<file path="config.mk">
export PLATFORM = sky130hd
export DESIGN_NAME = seg_scan_controller
export DESIGN_NICKNAME = d
export VERILOG_FILES = /design/src/rtl/seg_pkg.sv /design/src/rtl/hex_to_seg.sv /design/src/rtl/seg_scan_controller.sv
export SDC_FILE = /design/constraint.sdc
export NUM_CORES = 1
export LEC_CHECK = 0
export CAP_MARGIN = 0
export CORE_MARGIN = 3
export CORE_UTILIZATION = 60
export DETAILED_ROUTE_END_ITERATION = 12
export PLACE_DENSITY = 0.94
export SLEW_MARGIN = 20
export SYNTH_ARGS = -nofsm -noshare
export SYNTH_HDL_FRONTEND = slang
export SYNTH_SLANG_ARGS = --single-unit
</file>
<file path="constraint.sdc">
create_clock -name clk -period 6.55 [get_ports clk]
set_clock_uncertainty 0.1 [all_clocks]
set_input_delay 1.6375 -clock clk [delete_from_list [all_inputs] [get_ports clk]]
set_output_delay 1.6375 -clock clk [all_outputs]
set_load 0.1 [all_outputs]
</file>
<file path="src/rtl/seg_pkg.sv">
// seg_pkg: shared segment codes (CX[7:1] = a..g, active-low), blank pattern and scan FSM state encoding
package seg_pkg;
  localparam logic [7:0] SEG_BLANK = 8'hFF;
  localparam logic [6:0] SEG_CODES [16] = '{
    7'b0000001, 7'b1001111, 7'b0010010, 7'b0000110,
    7'b1001100, 7'b0100100, 7'b0100000, 7'b0001111,
    7'b0000000, 7'b0000100, 7'b0001000, 7'b1100000,
    7'b0110001, 7'b1000010, 7'b0110000, 7'b0111000
  };
  typedef enum logic {ST_DRIVE = 1'b0, ST_BLANK = 1'b1} state_t;
endpackage

</file>
<file path="src/rtl/hex_to_seg.sv">
// hex_to_seg: hex nibble (hex) to active-low a..g segment pattern (seg)
module hex_to_seg
  import seg_pkg::*;
(
  input  logic [3:0] hex,
  output logic [6:0] seg
);
  assign seg = SEG_CODES[hex];
endmodule

</file>
<file path="src/rtl/seg_scan_controller.sv">
// seg_scan_controller: 8-digit multiplexed 7-seg scanner; load_valid/load_ready frame handshake in, registered active-low AN/CX and frame_done out
module seg_scan_controller
  import seg_pkg::*;
#(
  parameter int CLK_PER_DIGIT = 100_000,
  parameter int BLANK_CYCLES  = 1_000
) (
  input  logic        clk,
  input  logic        Resetn,
  input  logic        load_valid,
  output logic        load_ready,
  input  logic [31:0] digits,
  input  logic [7:0]  dp,
  input  logic [7:0]  digit_en,
  output logic [7:0]  AN,
  output logic [7:0]  CX,
  output logic        frame_done
);
  localparam int MAXC = CLK_PER_DIGIT > BLANK_CYCLES ? CLK_PER_DIGIT : BLANK_CYCLES;
  localparam int W = $clog2(MAXC + 1);
  state_t state, state_n;
  logic [W-1:0] cnt, cnt_n;
  logic [2:0] idx, idx_n;
  logic [31:0] pend_digits, act_digits;
  logic [7:0] pend_dp, pend_en, act_dp, act_en, an_n, cx_n;
  logic pending_full, last, boundary, show;
  logic [6:0] seg;
  hex_to_seg u_hex (.hex(act_digits[{idx, 2'b00} +: 4]), .seg(seg));
  assign load_ready = !pending_full;
  always_comb begin
    last = cnt == W'(state == ST_DRIVE ? CLK_PER_DIGIT - 1 : BLANK_CYCLES - 1);
    boundary = state == ST_BLANK && last && idx == 3'd7;
    state_n = last ? (state == ST_DRIVE ? ST_BLANK : ST_DRIVE) : state;
    cnt_n = last ? '0 : cnt + 1'b1;
    idx_n = state == ST_BLANK && last ? idx + 3'd1 : idx;
    show = state == ST_DRIVE && act_en[idx];
    an_n = show ? ~(8'd1 << idx) : SEG_BLANK;
    cx_n = show ? {seg, ~act_dp[idx]} : SEG_BLANK;
  end
  always_ff @(posedge clk or negedge Resetn) begin
    if (!Resetn) begin
      state <= ST_BLANK;
      cnt <= '0;
      idx <= 3'd7;
    end else begin
      state <= state_n;
      cnt <= cnt_n;
      idx <= idx_n;
    end
  end
  always_ff @(posedge clk or negedge Resetn) begin
    if (!Resetn) begin
      AN <= SEG_BLANK;
      CX <= SEG_BLANK;
      frame_done <= 1'b0;
      pending_full <= 1'b0;
      pend_digits <= '0;
      pend_dp <= '0;
      pend_en <= '0;
      act_digits <= '0;
      act_dp <= '0;
      act_en <= '0;
    end else begin
      AN <= an_n;
      CX <= cx_n;
      frame_done <= boundary;
      if (boundary && pending_full) begin
        act_digits <= pend_digits;
        act_dp <= pend_dp;
        act_en <= pend_en;
        pending_full <= 1'b0;
      end else if (load_valid && !pending_full) begin
        pend_digits <= digits;
        pend_dp <= dp;
        pend_en <= digit_en;
        pending_full <= 1'b1;
      end
    end
  end
endmodule

</file>
Yosys cells after proc, flatten, opt, wreduce, memory -nomap -nowiden
Memory sizes are Yosys's and may differ from the RTL's.
Index checks and enable logic that the tools add are counted.
{"block": "totals", "regBits": 135, "romBits": 112, "input_bits": 51, "output_inout_bits": 18, "wordCells": 48, "n_memories": 1}
{"block": "classes", "n_addsub": 2, "order_cmp": 2, "eq_ne": 2, "shifts": 2, "n_mux": 13, "bitwise_logic": 5, "reduce_logical": 8}
{"memory": "(name not given)", "words": 16, "width": 7, "read_ports": 1, "rd_ports_with_merged_regs": 0, "wr": 0, "line": "hex_to_seg.sv:8", "source": "assign seg = SEG_CODES[hex];"}
{"cell": "$mux W17", "n": 2}
{"cell": "$shiftx A32 B6 Y4", "n": 1}
{"cell": "$add A17 B1 Y17 const B", "n": 1}
{"cell": "$eq A17 B17 Y1", "n": 1}
{"cell": "$mux W8", "n": 2}
{"cell": "$mux W7", "n": 2}
{"cell": "$not A8 Y8", "n": 1}
{"cell": "$shl A1 B3 Y8 const A", "n": 1}
{"cell": "$bmux W1 S3", "n": 2}
{"cell": "$ge A5 B5 Y1 const B", "n": 1}
{"cell": "$logic_and A1 B1 Y1", "n": 5}
{"cell": "$mux W1", "n": 5}
{"cell": "$not A4 Y5", "n": 1}
{"cell": "$lt A3 B4 Y1 const B", "n": 1}
{"cell": "$add A3 B1 Y3 const B", "n": 1}
{"cell": "$eq A3 B3 Y1 const B", "n": 1}
{"cell": "$not A1 Y1", "n": 3}
{"cell": "$reduce_and A2 Y1", "n": 1}
{"cell": "$reduce_bool A2 Y1", "n": 1}
{"cell": "$logic_not A1 Y1", "n": 1}

Logic depth before layout (Yosys ltp)
Gate-level depths: netlist of run 1.
{"block": "logic_depth", "depth_word": 7, "mapped_depth": 10, "ltp_nobuf": 8}

Modules after synthesis
From an unflattened synthesis of run 1, not the netlist that was laid out.
{"block": "hier_totals", "cells_unflattened": 412, "area_unflattened_um2": 5865.6}
{"mod": "seg_scan_controller", "instances": 1, "cells_per_inst": 381, "area_each_um2": 5611.6, "seq_area_each_um2": 3403.3}
{"mod": "hex_to_seg", "instances": 1, "cells_per_inst": 31, "area_each_um2": 254.0, "seq_area_each_um2": 0.0}

Worst setup path after synthesis of run 1
OpenSTA, ideal clock, no wires.
{"block": "synth_path", "kind": "input-to-reg", "from": "in load_valid", "to": "reg pend_digits[10]", "setup_time_ps": 125, "arrival_ps": 2871, "required_ps": 6325, "path_slack_ps": 3454, "path_stages": 4, "n_path_buf": 2, "cell_sequence": "nor2b_1 buf_1 buf_1 mux2_2"}
{"block": "synth_via", "elab_chain_len": 2}
{"item": "start, declared", "line": "seg_scan_controller.sv:10", "source": "input logic load_valid,"}
{"item": "$logic_and A1 B1 Y1", "line": "seg_scan_controller.sv:72", "source": "end else if (load_valid && !pending_full) begin"}
{"item": "$reduce_and A2 Y1 (no line)"}
{"item": "end signal, assigned", "line": "seg_scan_controller.sv:73", "source": "pend_digits <= digits;"}
{"item": "end, declared", "line": "seg_scan_controller.sv:24", "source": "logic [31:0] pend_digits, act_digits;"}
Every way passes these cells.
A chain may end at the register's enable or synchronous reset.

Worst setup path after layout of run 1
{"block": "layout_path", "from": "reg AN[2]", "to": "out AN[2]"}
{"item": "start, declared", "line": "seg_scan_controller.sv:15", "source": "output logic [7:0] AN,"}
{"item": "start signal, assigned", "line": "seg_scan_controller.sv:64", "source": "AN <= an_n;"}
No word-level cell between the ends.

==> summary by stage, run 1 <==
Clock network
The number of gates resized after CTS is 0. The CTS buffer count is 17. TritonCTS built the clock tree. Once the clock tree was built, the setup fixing pass inserted 0 buffers. The clock drives 135 sinks. The later-pin clock latency in the skew report is 0.52 ns.

The H-tree was split into 4 levels. Clock-pin slew was measured on the worst setup and hold paths at 0.06 ns. The clock passes through at most 2 buffers. The tree is rooted in a sky130_fd_sc_hd__clkbuf_8. In this run, post-CTS hold repair placed 0 buffers.

Worst setup path
The launching element type of the critical path is a register. Of all nets on the critical path, the largest fanout is 1. The cell family contributing the most delay on the critical path is buffers and inverters. The type of element capturing the critical path is an output pin.

Walking the worst path, the cells encountered are clkdlybuf4s50_1. The cell with the largest stage delay on the worst path is sky130_fd_sc_hd__clkdlybuf4s50_1. The data arrival at the endpoint of the critical path is 2.16 ns. STA puts the critical path data required time at 4.81 ns. Counting both buffers and inverters, the worst setup path holds a total of 1.

The worst setup path is of the register to output pin kind. The worst stage delay on the critical path is 1.13 ns.

GRT
The via count of the first global-routing pass is 3838. In the global route stage, overall resource usage came out at 22.6%. The initial antenna violation count is 0. Global routing finished with a remaining overflow of 0. The most utilized layer in the global route result is met2. Entering global routing, the biggest net connects 75 pins. The met1 global-route usage is 25.7%. The global-route track usage on met2 is 40.5%. In the global route stage, met3 resource usage came out at 6.18%. The first global-routing pass estimated 19.2 mm of wire.

Synthesis
Synthesis produced 412 cells. In this run, synthesis produced a sequential element count of 135. The area share of and/or/nand/nor cells after synthesis is 7.36%. The fraction of synthesized cell area in xor and xnor cells is 2.54%. The arithmetic-cell share of the synthesized area counting full adders, half adders and majority gates is 2.77%. Synthesis produced a netlist with a net count of 476. The cell with the most instances after synthesis is sky130_fd_sc_hd__dfrtp_1.

The top cell type's share of synthesized area is 49.1%. In the synthesized netlist the async set-or-reset flop fraction comes to 100%. The synthesized area per cell is 14.2 um^2. The compound-cell area share of the yosys netlist is 2.52%. By count the netlist is led by 115 x sky130_fd_sc_hd__dfrtp_1, 90 x sky130_fd_sc_hd__mux2_2, 25 x sky130_fd_sc_hd__nand2_1. The cell area after synthesis is 0.00587 mm^2.

The sequential element share of the synthesized area is 58.0%. The number of synthesized flops with an enable pin is 0. For this run, the number of Yosys warnings is 0. The number of unique standard cell types used by synthesis is 44. The largest area contributor in the synthesized netlist is sky130_fd_sc_hd__dfrtp_1. For this run, the leading register cell type out of synthesis is sky130_fd_sc_hd__dfrtp_1. The multiplexer share of the synthesized area is 24.4%. After synthesis, the largest family of logic cells by area is multiplexers. By area the synthesized netlist is led by sky130_fd_sc_hd__dfrtp_1 49%, sky130_fd_sc_hd__mux2_2 17%, sky130_fd_sc_hd__dfstp_2 9.0%.

Place
After legalization and detailed placement, the total HPWL measured 7.77 mm. Input and output buffers added on the ports amount to 68. The placer's final routability congestion estimate is 0.818. Summing all placed instances gives a cell area of 0.00664 mm^2. Counting tap cells, the placed design contains a total of 595 instances.

Power
The total internal power is 1.48 mW. The peak ir drop on the vdd network is 0.000220 V. Dividing total power by cell area gives a power density of 260 mW/mm^2.

Summing internal, switching and leakage power gives 1.87 mW. The part of the power in registers is 47.9%. In this run the power spent charging and discharging nets is 0.396 mW.

The portion of total power attributed to the clock network is 47.6%. In this run, the combinational gates consume 4.5% of the power. Net switching is 21.2% of the power.

The cell leakage power is 3.26 nW.

Floorplan
The floorplan die width is 105 um. The initial core utilization is 62.6%. The floorplan step set the die height to 105 um.

The floorplan has 35 rows. The die area is 0.0110 mm^2. The total I/O pin count is 69. The core region is 0.00937 mm^2.

Timing
The max-slew violation count is 0. The final critical delay including setup and external delays is 3.90 ns. The timing-limited maximum frequency is 256 MHz.

The post-route worst hold slack is 0.386 ns. Setup repair after global routing left no endpoint under its margin. The number of failing hold endpoints at the final stage is 0. After routing, the total negative slack on setup checks comes to 0 ns.

The measured slew at the worst slew-check pin is 0.998 ns. The final setup violation count is 0. The worst path uses 59.6% of the clock period. Headroom to the max-slew limit came out at 31.5%.

Cells and area
After routing the design area is 0.00721 mm^2. Compared with the post-synthesis result, the final layout area differs by 22.8%. The fraction of layout instances using a drive strength above 1 is 34.1%. Leaving out filler cells and counting taps, the final layout contains 627.

Summing all multi-input logic gate instances after layout gives 0.00233 mm^2. The net count of the finished layout is 549. Counting the fill cells in the layout gives 537. The repair_antennas step left the layout with diodes totalling 0. In the final layout, flip-flops and latches occupy 0.00340 mm^2.

Detailed routing
The violation count after the first detailed-routing iteration is 166. The average wire per standard cell is 18.3 um. Wires add up to 11.5 mm.

The length of the first detailed-routing pass in iterations is 4. The number of antenna-violating nets in the routed design is 0. The detail-routed via count per cell is 5.66. For this run, design rule violations remaining after detail routing come to 0.

The via count is 3551.

Run
Max-cap violations in this run came to 0.

Hold path
The worst hold path belongs to the class register to register.

Status
The flow ran to the end, and the final reports show no timing, DRC or antenna violations.
==> stage by stage <==
stage	worst slack, ns	utilization [%]
2_1_floorplan	3.45	-
3_3_place_gp	3.18	70.9
3_5_place_dp	3.14	70.9
4_1_cts	2.62	76.9
5_1_grt	2.59	76.9
6_report	2.65	76.9
==> worst paths after layout <==
check / from / end / slack (ns) / depth (start not counted)
worst min register to register: cnt[0]$_DFF_PN0_ / cnt[0]$_DFF_PN0_ / 0.39 / 1
worst min-delay path: cnt[0]$_DFF_PN0_ / cnt[0]$_DFF_PN0_ / 0.39 / 1
worst max-delay path: AN[2]$_DFF_PN1_ / AN[2] / 2.65 / 1
min in group asynchronous: Resetn / cnt[3]$_DFF_PN0_ / 1.14 / 1
max in group asynchronous: Resetn / pend_digits[10]$_DFFE_PN0P_ / 3.91 / 2
worst max register to register: state$_DFFE_PN1N_ / act_digits[23]$_DFFE_PN0P_ / 3.34 / 6
==> layer usage <==
layer / vias to the layer above / share of wire, %
met5: - / 0
met4: 0 / 2.2
met3: 27 / 3.7
met2: 95 / 55
met1: 1823 / 39
li1: 1606 / -
==> area by class of cell <==
cell class	count	share of cell area, %
clock buffer	19	5.99
clock inverter	13	1.82
inverter	10	0.521
multi-input combinational	249	32.4
sequential	135	47.2
tap	129	2.24
timing repair buffer	72	9.83
==> cells in the final DEF (no fill, tap or decap), drive strengths merged, types with 6 or more instances in the layout <==
cell           instances
mux4                  10
nand3                  6
nor2                  19
dfstp                 20
nor3                   6
xnor2                  6
clkinv                 9
ha                    13
clkdlybuf4s50         67
dfrtp                115
xor2                  11
mux2                  99
mux2i                  6
nand2                 25
clkbuf                19
inv                   10
==> power by group through the flow <==
stage / Combinational, mW / Sequential (mW) / Clock, mW
final: 0.0843 / 0.897 / 0.890
after global routing: 0.0929 / 0.901 / 0.937
after floorplan: 0.0339 / 0.900 / 0
after global placement: 0.0811 / 0.906 / 0
after detailed placement: 0.0862 / 0.911 / 0
after CTS: 0.0868 / 0.897 / 0.902
==> flip-flops by register name (all words and copies together), names as in the netlist <==
register / count
AN: 8
CX: 8
act_digits: 32
act_dp: 8
act_en: 8
cnt: 17
frame_done: 1
idx: 3
pend_digits: 32
pend_dp: 8
pend_en: 8
pending_full: 1
state: 1
==> cell families after synthesis <==
kind of cell             count (synthesis)
XOR/XNOR                                17
AO/OA/AOI/OAI                           22
flip-flops                             135
multiplexers                           115
AND/OR/NAND/NOR                         82
adder cells (fa/ha/maj)                 13
buffers and inverters                   28
(Power assumes the default switching activity.)
==> inputs of run 2 (changes only) <==
- CORE_UTILIZATION: 60 -> 50
- PLACE_DENSITY: 0.94 -> 0.84
- clock period: 6.55 -> 3.58 ns (I/O delays scaled with it)
==> run 2 against run 1 <==
Total power increased by 80%. Sequential cell count stayed put. First-iteration DRC count down 6.6%. Combinational power grew 81%. Utilization shrank 12 points.
==> summary by stage, run 2 (synthesis gave the netlist of run 1 again) <==
Power
The part of the power in registers is 48.8% (+0.9 points). The areal power density over the cells is 468 mW/mm^2 (+80%). The portion of total power attributed to the clock network came to 46.7% (-0.9 points). The power consumption was 3.37 mW (+80%). The cell leakage power is 3.26 nW (about the same). The combinational power share is 4.6% (about the same). The total internal power was 2.64 mW (+79%). The peak ir drop on the vdd network is 0.000432 V (+96%).

The switching power came to 0.727 mW (+84%). The switching portion of total power is 21.6% (+0.43 points).

GRT
The wire length of the first global-routing pass is 18.5 mm (-3.8%). The largest net degree at the start of global routing is 95 (+27%). The initial antenna violation count came to 0 (unchanged).

The total overflow reported by the global router is 0 (unchanged). The total global routing track utilization is 18.3% (-4.3 points). The via count of the first global-routing pass is 3682 (-4.1%).

Run
The max-capacitance violation count was 0 (unchanged).

Place
The number of buffers added on ports was 68 (unchanged). The sum of net half-perimeters after detailed placement was 7.50 mm (-3.5%). The worst setup slack before clock tree synthesis is 0.765 ns (-2.37 ns).

The placer's final routability congestion estimate is 0.845 (+3.2%).

Worst setup path
The worst setup path is captured at a register. Tracing the worst setup path back leads to its startpoint at idx[0]$_DFFE_PN1P_. The worst-path maximum fanout was 17 (+16). The count of cells along the worst register-to-register path came to 7 (+1).

In this run the worst setup path terminates at CX[4]$_DFF_PN1_. The data arrival at the endpoint of the critical path is 3.04 ns (+0.88 ns). The reg-to-reg critical path endpoint is CX[4]$_DFF_PN1_. The critical path in this run is classified as register to register. The worst reg-to-reg setup slack was 0.77 ns (-2.57 ns). The required time reported for the critical path endpoint came to 3.81 ns (-1.00 ns). The launching point of the worst reg2reg path is idx[0]$_DFFE_PN1P_. The launching element type of the critical path is a register.

Cells and area
The number of diodes came to 0 (unchanged). From synthesis to final layout, the design area changed by 22.6%. The fraction of layout instances using a drive strength above 1 was 37.7% (+3.5 points). The net count of the finished layout was 550 (+0.18%).

The most common cell after layout, fill and taps aside is sky130_fd_sc_hd__dfrtp_1. In the layout the commonest cells are 115 x sky130_fd_sc_hd__dfrtp_1, 90 x sky130_fd_sc_hd__mux2_2, 49 x sky130_fd_sc_hd__clkdlybuf4s50_1. The number of filler instances in the final layout is 775 (+44%). The register cell area after layout is 0.00340 mm^2 (unchanged).

The largest registers in the layout are act_digits x32, pend_digits x32, cnt x17. The multi-input combinational cell area was 0.00233 mm^2 (unchanged).

Detailed routing
The met1 routed wirelength after detailed routing is 4.92 mm (+9.0%). The routed wire length is 11.0 mm (-4.0%). The routed wire length on met3 is 535 um (+25%). Routed signal wires occupy layers up through met4. The number of antenna-violating nets in the routed design is 0 (unchanged). The number of design rule violations left after detail routing is 0 (unchanged). The length of the first detailed-routing pass in iterations is 4 (unchanged).

The average wire per standard cell was 17.2 um (-5.8%). The met2 routed wirelength is 5.46 mm (-13%). The violation count after the first detailed-routing iteration is 155 (-6.6%). The via count is 3447 (-2.9%). The detail-routed via count per cell is 5.39 (-4.8%).

Hold path
The path class of the tightest hold or removal check is input pin to async pin.

Timing
The max-slew violation count is 0 (unchanged). The number of failing hold endpoints at the final stage was 0 (unchanged). Setup repair after global routing left no endpoint under its margin.

The measured slew at the worst slew-check pin came to 0.908 ns (-0.0906 ns). The relative slew slack is 38.9% (+7.4 points). The worst path setup slack after routing is 0.770 ns (-1.88 ns). The routed design could run at a clock period as short as 2.81 ns. The sum of negative setup slack is 0 ns (unchanged). The share of the clock period used by the worst path is 78.5%. The timing-limited maximum frequency is 356 MHz.

The final setup violation count came to 0 (unchanged).

Clock network
CTS placed an instance of sky130_fd_sc_hd__clkbuf_16 at the clock tree root. The clock-pin slew reported for the worst setup and hold paths after clock tree synthesis came to 0.06 ns (about the same). The number of post-CTS setup repair buffers is 0 (unchanged). The number of levels in the clock H-tree came to 4 (unchanged). The sink count of the clock tree is 135 (unchanged).

The count of hold buffers inserted by post-cts repair is 0 (unchanged). The maximum buffer depth of the clock tree is 2 (unchanged). The CTS buffer count is 17 (unchanged). The TritonCTS clock tree is yes. The number of gates resized after CTS is 0 (unchanged). The later-pin clock latency in the skew report came to 0.41 ns (-0.11 ns).

Floorplan
The total I/O pin count is 69 (unchanged). The height of the die is 114 um (+9.0%). The floorplan row count came to 38 (+8.6%). The floorplan die width was 114 um (+9.0%).

The floorplan core area is 0.0111 mm^2 (+19%). The initial core utilization is 52.7% (-9.9 points). The die area came to 0.0131 mm^2 (+19%).

Status
The run finished with clean final reports.
run 2: per-layer routing:
| metal | GRT usage [%] | vias up |
|---|---|---|
| met4 | 7.36 | 0 |
| met2 | 28.3 | 83 |
| met1 | 24.3 | 1751 |
| met3 | 5.60 | 10 |
| met5 | 0 | - |
| li1 | - | 1603 |
run 2: critical path, cell delays in order (launching register included):
cell and delay (ns):
sky130_fd_sc_hd__dfstp_2 0.87, sky130_fd_sc_hd__mux4_2 0.59, sky130_fd_sc_hd__mux2_2 0.33, sky130_fd_sc_hd__inv_1 0.14, sky130_fd_sc_hd__ha_1 0.27, sky130_fd_sc_hd__nor3_1 0.19
sky130_fd_sc_hd__a211oi_1 0.06, sky130_fd_sc_hd__o21ai_0 0.17
run 2: final cells by class:
| cell class | instances | share of cell area [%] |
|---|---|---|
| Clock buffer | 22 | 6.59 |
| Inverter | 10 | 0.522 |
| Multi-Input combinational cell | 249 | 32.4 |
| Tap cell | 140 | 2.44 |
| Clock inverter | 10 | 1.01 |
| Sequential cell | 135 | 47.3 |
| Timing Repair Buffer | 73 | 9.67 |
run 2: how the worst min path moves through the flow:
stage | start | end | slack (ns) | cells after the start
floorplan | cnt[0]$_DFF_PN0_ | cnt[0]$_DFF_PN0_ | 0.35 | 1
global placement | cnt[0]$_DFF_PN0_ | cnt[0]$_DFF_PN0_ | 0.36 | 1
detailed placement | cnt[0]$_DFF_PN0_ | cnt[0]$_DFF_PN0_ | 0.38 | 1
CTS | Resetn | pend_digits[23]$_DFFE_PN0P_ | 0.37 | 1
global route | Resetn | pend_digits[23]$_DFFE_PN0P_ | 0.39 | 1
finish | Resetn | pend_digits[23]$_DFFE_PN0P_ | 0.37 | 1
run 2: metrics by stage:
step / cell area, um^2 / hold slack [ns] / std cells / utilization [%]
floorplan: 5870 / 0.348 / 412 / -
global placement: 6640 / 0.361 / 607 / 59.7
detailed placement: 6640 / 0.380 / 607 / 59.7
CTS: 7190 / 0.368 / 639 / 64.6
global route: 7190 / 0.392 / 639 / 64.6
finish: 7190 / 0.374 / 639 / 64.6
run 2: power by group through the flow:
stage / clock (mW) / combinational (mW) / sequential, mW
global placement: 0 / 0.151 / 1.67
finish: 1.57 / 0.153 / 1.64
floorplan: 0 / 0.0620 / 1.65
global route: 1.66 / 0.169 / 1.65
CTS: 1.60 / 0.157 / 1.64
detailed placement: 0 / 0.156 / 1.67
==> inputs of run 3 (changes only) <==
- CORE_UTILIZATION: 50 -> 56
- PLACE_DENSITY: 0.84 -> 0.89
- clock period: 3.58 -> 2.65 ns (I/O delays scaled with it)
==> run 3 against run 2 <==
Cell count increased by 0.94%. Total power is 42% higher. Global-route usage grew 4.0 points. Sequential power is 35% higher. Critical path depth rose by 1. Utilization grew 8.9 points. Hold slack improved by 0.015 ns. Via count is 5.5% higher. Sequential cell count is the same. Sequential share of layout area shrank 1.0 points. Cell area is 2.3% higher. Non-clock buffer count grew 13. Critical endpoint unchanged. Largest power group is now the clock network. Highest routed layer unchanged.
==> summary by stage, run 3 (synthesis gave the netlist of run 1 again) <==
Cells and area
The final cell area excluding filler cells was 0.00735 mm^2 (+2.3%). In the final layout, the registers with the most flip-flops are act_digits x32, pend_digits x32, cnt x17. The fraction of layout instances using a drive strength above 1 is 39.5% (+1.8 points). The number of diodes came to 0 (unchanged). The top cell types in the final layout, fill and taps aside, are 115 x sky130_fd_sc_hd__dfrtp_1, 90 x sky130_fd_sc_hd__mux2_2, 49 x sky130_fd_sc_hd__clkdlybuf4s50_1. Compared with the post-synthesis result, the final layout area differs by 25.4%. The net count of the finished layout is 563 (+2.4%). The most common cell after layout, fill and taps aside is sky130_fd_sc_hd__dfrtp_1.

Timing
The measured slew at the worst slew-check pin was 0.734 ns (-0.174 ns). The sum of negative setup slack is 0 ns (unchanged). Setup repair after global routing left no endpoint under its margin.

The timing-limited maximum frequency was 394 MHz (+11%). The max-slew violation count is 0 (unchanged). The relative slew slack came to 51.1% (+12 points).

The share of the clock period used by the worst path is 95.7% (+17 points). The final critical delay including setup and external delays is 2.54 ns (-0.273 ns). The number of failing hold endpoints at the final stage is 0 (unchanged). The final setup violation count came to 0 (unchanged).

Clock network
The later-pin clock latency in the skew report is 0.54 ns (+0.13 ns). In this run the clock root is driven by a sky130_fd_sc_hd__clkbuf_8. The clock-pin slew reported for the worst setup and hold paths after clock tree synthesis is 0.06 ns (about the same).

TritonCTS built the clock tree. The CTS buffer count is 17 (unchanged). The maximum buffer depth of the clock tree is 2 (unchanged).

The number of levels in the clock H-tree is 4 (unchanged). The sink count of the clock tree is 135 (unchanged).

Worst setup path
The launching point of the worst reg2reg path is idx[0]$_DFFE_PN1P_. The signal on the critical path passes through buf_12 -> mux4_2 -> mux2_2 -> inv_2 -> ha_1 -> nor3_1 -> a211oi_1 -> o21ai_0. In this run the critical register-to-register path is captured at CX[4]$_DFF_PN1_.

The worst reg-to-reg setup slack is 0.11 ns (-0.66 ns). The cell with the largest stage delay on the worst path is sky130_fd_sc_hd__dfstp_2. STA classifies the critical path endpoint as a register.

The data arrival at the endpoint of the critical path was 2.90 ns (-0.14 ns). The worst stage delay on the critical path is 0.57 ns (-0.30 ns). By startpoint and endpoint, the worst setup path is classified as register to register. STA classifies the critical path startpoint as a register. The count of cells along the worst register-to-register path is 8 (+1). The required time reported for the critical path endpoint came to 3.01 ns (-0.80 ns). The worst-path maximum fanout is 6 (-11).

Place
The placed standard-cell area is 0.00672 mm^2 (+1.1%). The number of buffers added on ports is 68 (unchanged). The placer's final routability congestion estimate came to 0.973 (+15%). The sum of net half-perimeters after detailed placement is 7.75 mm (+3.3%).

Floorplan
The die area came to 0.0117 mm^2 (-10%). The floorplan die width was 108 um (-5.2%). The total I/O pin count came to 69 (unchanged). The floorplan core area came to 0.0100 mm^2 (-10%). The height of the die was 108 um (-5.2%).

The floorplan row count was 36 (-5.3%). The initial core utilization is 58.7% (+5.9 points).

Power
The cell leakage power is 3.36 nW (+2.9%). The switching power came to 1.04 mW (+44%). The peak ir drop on the vdd network is 0.000507 V (+18%). The combinational power share is 4.4% (-0.2 points). The areal power density over the cells came to 650 mW/mm^2 (+39%). The part of the power in registers is 46.3% (-2.5 points). The switching portion of total power is 21.8% (+0.26 points).

The portion of total power attributed to the clock network was 49.3% (+2.6 points). The total internal power is 3.74 mW (+42%).

GRT
The total overflow reported by the global router was 0 (unchanged). The wire length of the first global-routing pass is 19.5 mm (+5.7%). The initial antenna violation count came to 0 (unchanged).

The global-route track usage on met2 is 34.0% (+5.8 points). The via count of the first global-routing pass is 3686 (+0.11%). The met1 global-route usage was 30.8% (+6.5 points). The largest net degree at the start of global routing came to 62 (-35%). The most utilized layer in the global route result is met2. The total global routing track utilization was 22.2% (+4.0 points). The met3 routing resource usage after global routing is 6.81% (+1.2 points).

Detailed routing
The number of antenna-violating nets in the routed design is 0 (unchanged). The violation count after the first detailed-routing iteration is 252 (+63%). The number of design rule violations left after detail routing came to 0 (unchanged). The length of the first detailed-routing pass in iterations was 5 (+1). The routed wire length came to 12.2 mm (+11%). The average wire per standard cell was 19.0 um (+9.9%). The via count is 3637 (+5.5%).

The detail-routed via count per cell is 5.64 (+4.5%).

Hold path
The worst hold path stage count is 1. The type of the worst min-delay path is register to register. The hold-critical path endpoint is cnt[0]$_DFF_PN0_.

The source of the worst hold timing path is cnt[0]$_DFF_PN0_.

Run
The max-capacitance violation count was 0 (unchanged).

Status
The run finished with clean final reports.
-- run 3: through the flow --
stage / hold slack (ns) / instances / power [mW] / setup slack [ns] / util (%)
CTS: 0.388 / 642 / 4.81 / 0.0157 / 73.2
global route: 0.413 / 645 / 4.93 / 0.0524 / 73.5
global placement: 0.368 / 609 / 2.45 / 0.138 / 67.2
floorplan: 0.267 / 412 / 2.31 / 0.0130 / -
detailed placement: 0.374 / 609 / 2.46 / 0.0647 / 67.2
finish: 0.389 / 645 / 4.78 / 0.113 / 73.5
-- run 3: worst max-delay path, delay by kind of cell, from the launching register on --
kind / cells / cell delay, ns
buf+inv: 2 / 0.24
mux: 2 / 0.87
compound gates: 2 / 0.23
fa+ha+maj: 1 / 0.25
flops: 1 / 0.57
simple gates: 1 / 0.20
-- run 3: worst max-delay path by stage --
| stage | endpoint | slack, ns | cells past startpoint | start |
|---|---|---|---|---|
| floorplan | CX[4]$_DFF_PN1_ | 0.01 | 9 | idx[0]$_DFFE_PN1P_ |
| global placement | CX[4]$_DFF_PN1_ | 0.14 | 9 | idx[0]$_DFFE_PN1P_ |
| detailed placement | CX[4]$_DFF_PN1_ | 0.06 | 9 | idx[0]$_DFFE_PN1P_ |
| CTS | CX[4]$_DFF_PN1_ | 0.02 | 9 | idx[0]$_DFFE_PN1P_ |
| global route | CX[4]$_DFF_PN1_ | 0.05 | 8 | idx[0]$_DFFE_PN1P_ |
| finish | CX[4]$_DFF_PN1_ | 0.11 | 8 | idx[0]$_DFFE_PN1P_ |
-- run 3: metal layers --
metal  wire (um)  vias to the layer above
met5           0                        -
met4         176                        0
met2        6040                      126
met3         735                       18
li1            -                     1640
met1        5280                     1853
-- run 3: what timing repair did --
item | in CTS | in global routing
endpoints found under the setup margin | 0 | 5
endpoints found under the hold margin | 25 | 0
buffers inserted | 0 | 3
hold buffers | 1 | 0
gates resized for setup | 0 | 1
-- run 3: final cells by class --
cell class | count | area (um^2)
clock buffer | 18 | 418
fill | 603 | 2650
timing repair buffer | 86 | 821
clock inverter | 14 | 175
tap | 133 | 166
multi-input combinational | 249 | 2330
sequential | 135 | 3400
inverter | 10 | 37.5
-- run 3: power groups by stage --
stage | sequential, mW | combinational, mW | clock, mW
after floorplan | 2.22 | 0.0837 | 0
after global placement | 2.25 | 0.206 | 0
after detailed placement | 2.25 | 0.215 | 0
after CTS | 2.21 | 0.217 | 2.38
after global routing | 2.22 | 0.234 | 2.47
final | 2.21 | 0.212 | 2.36
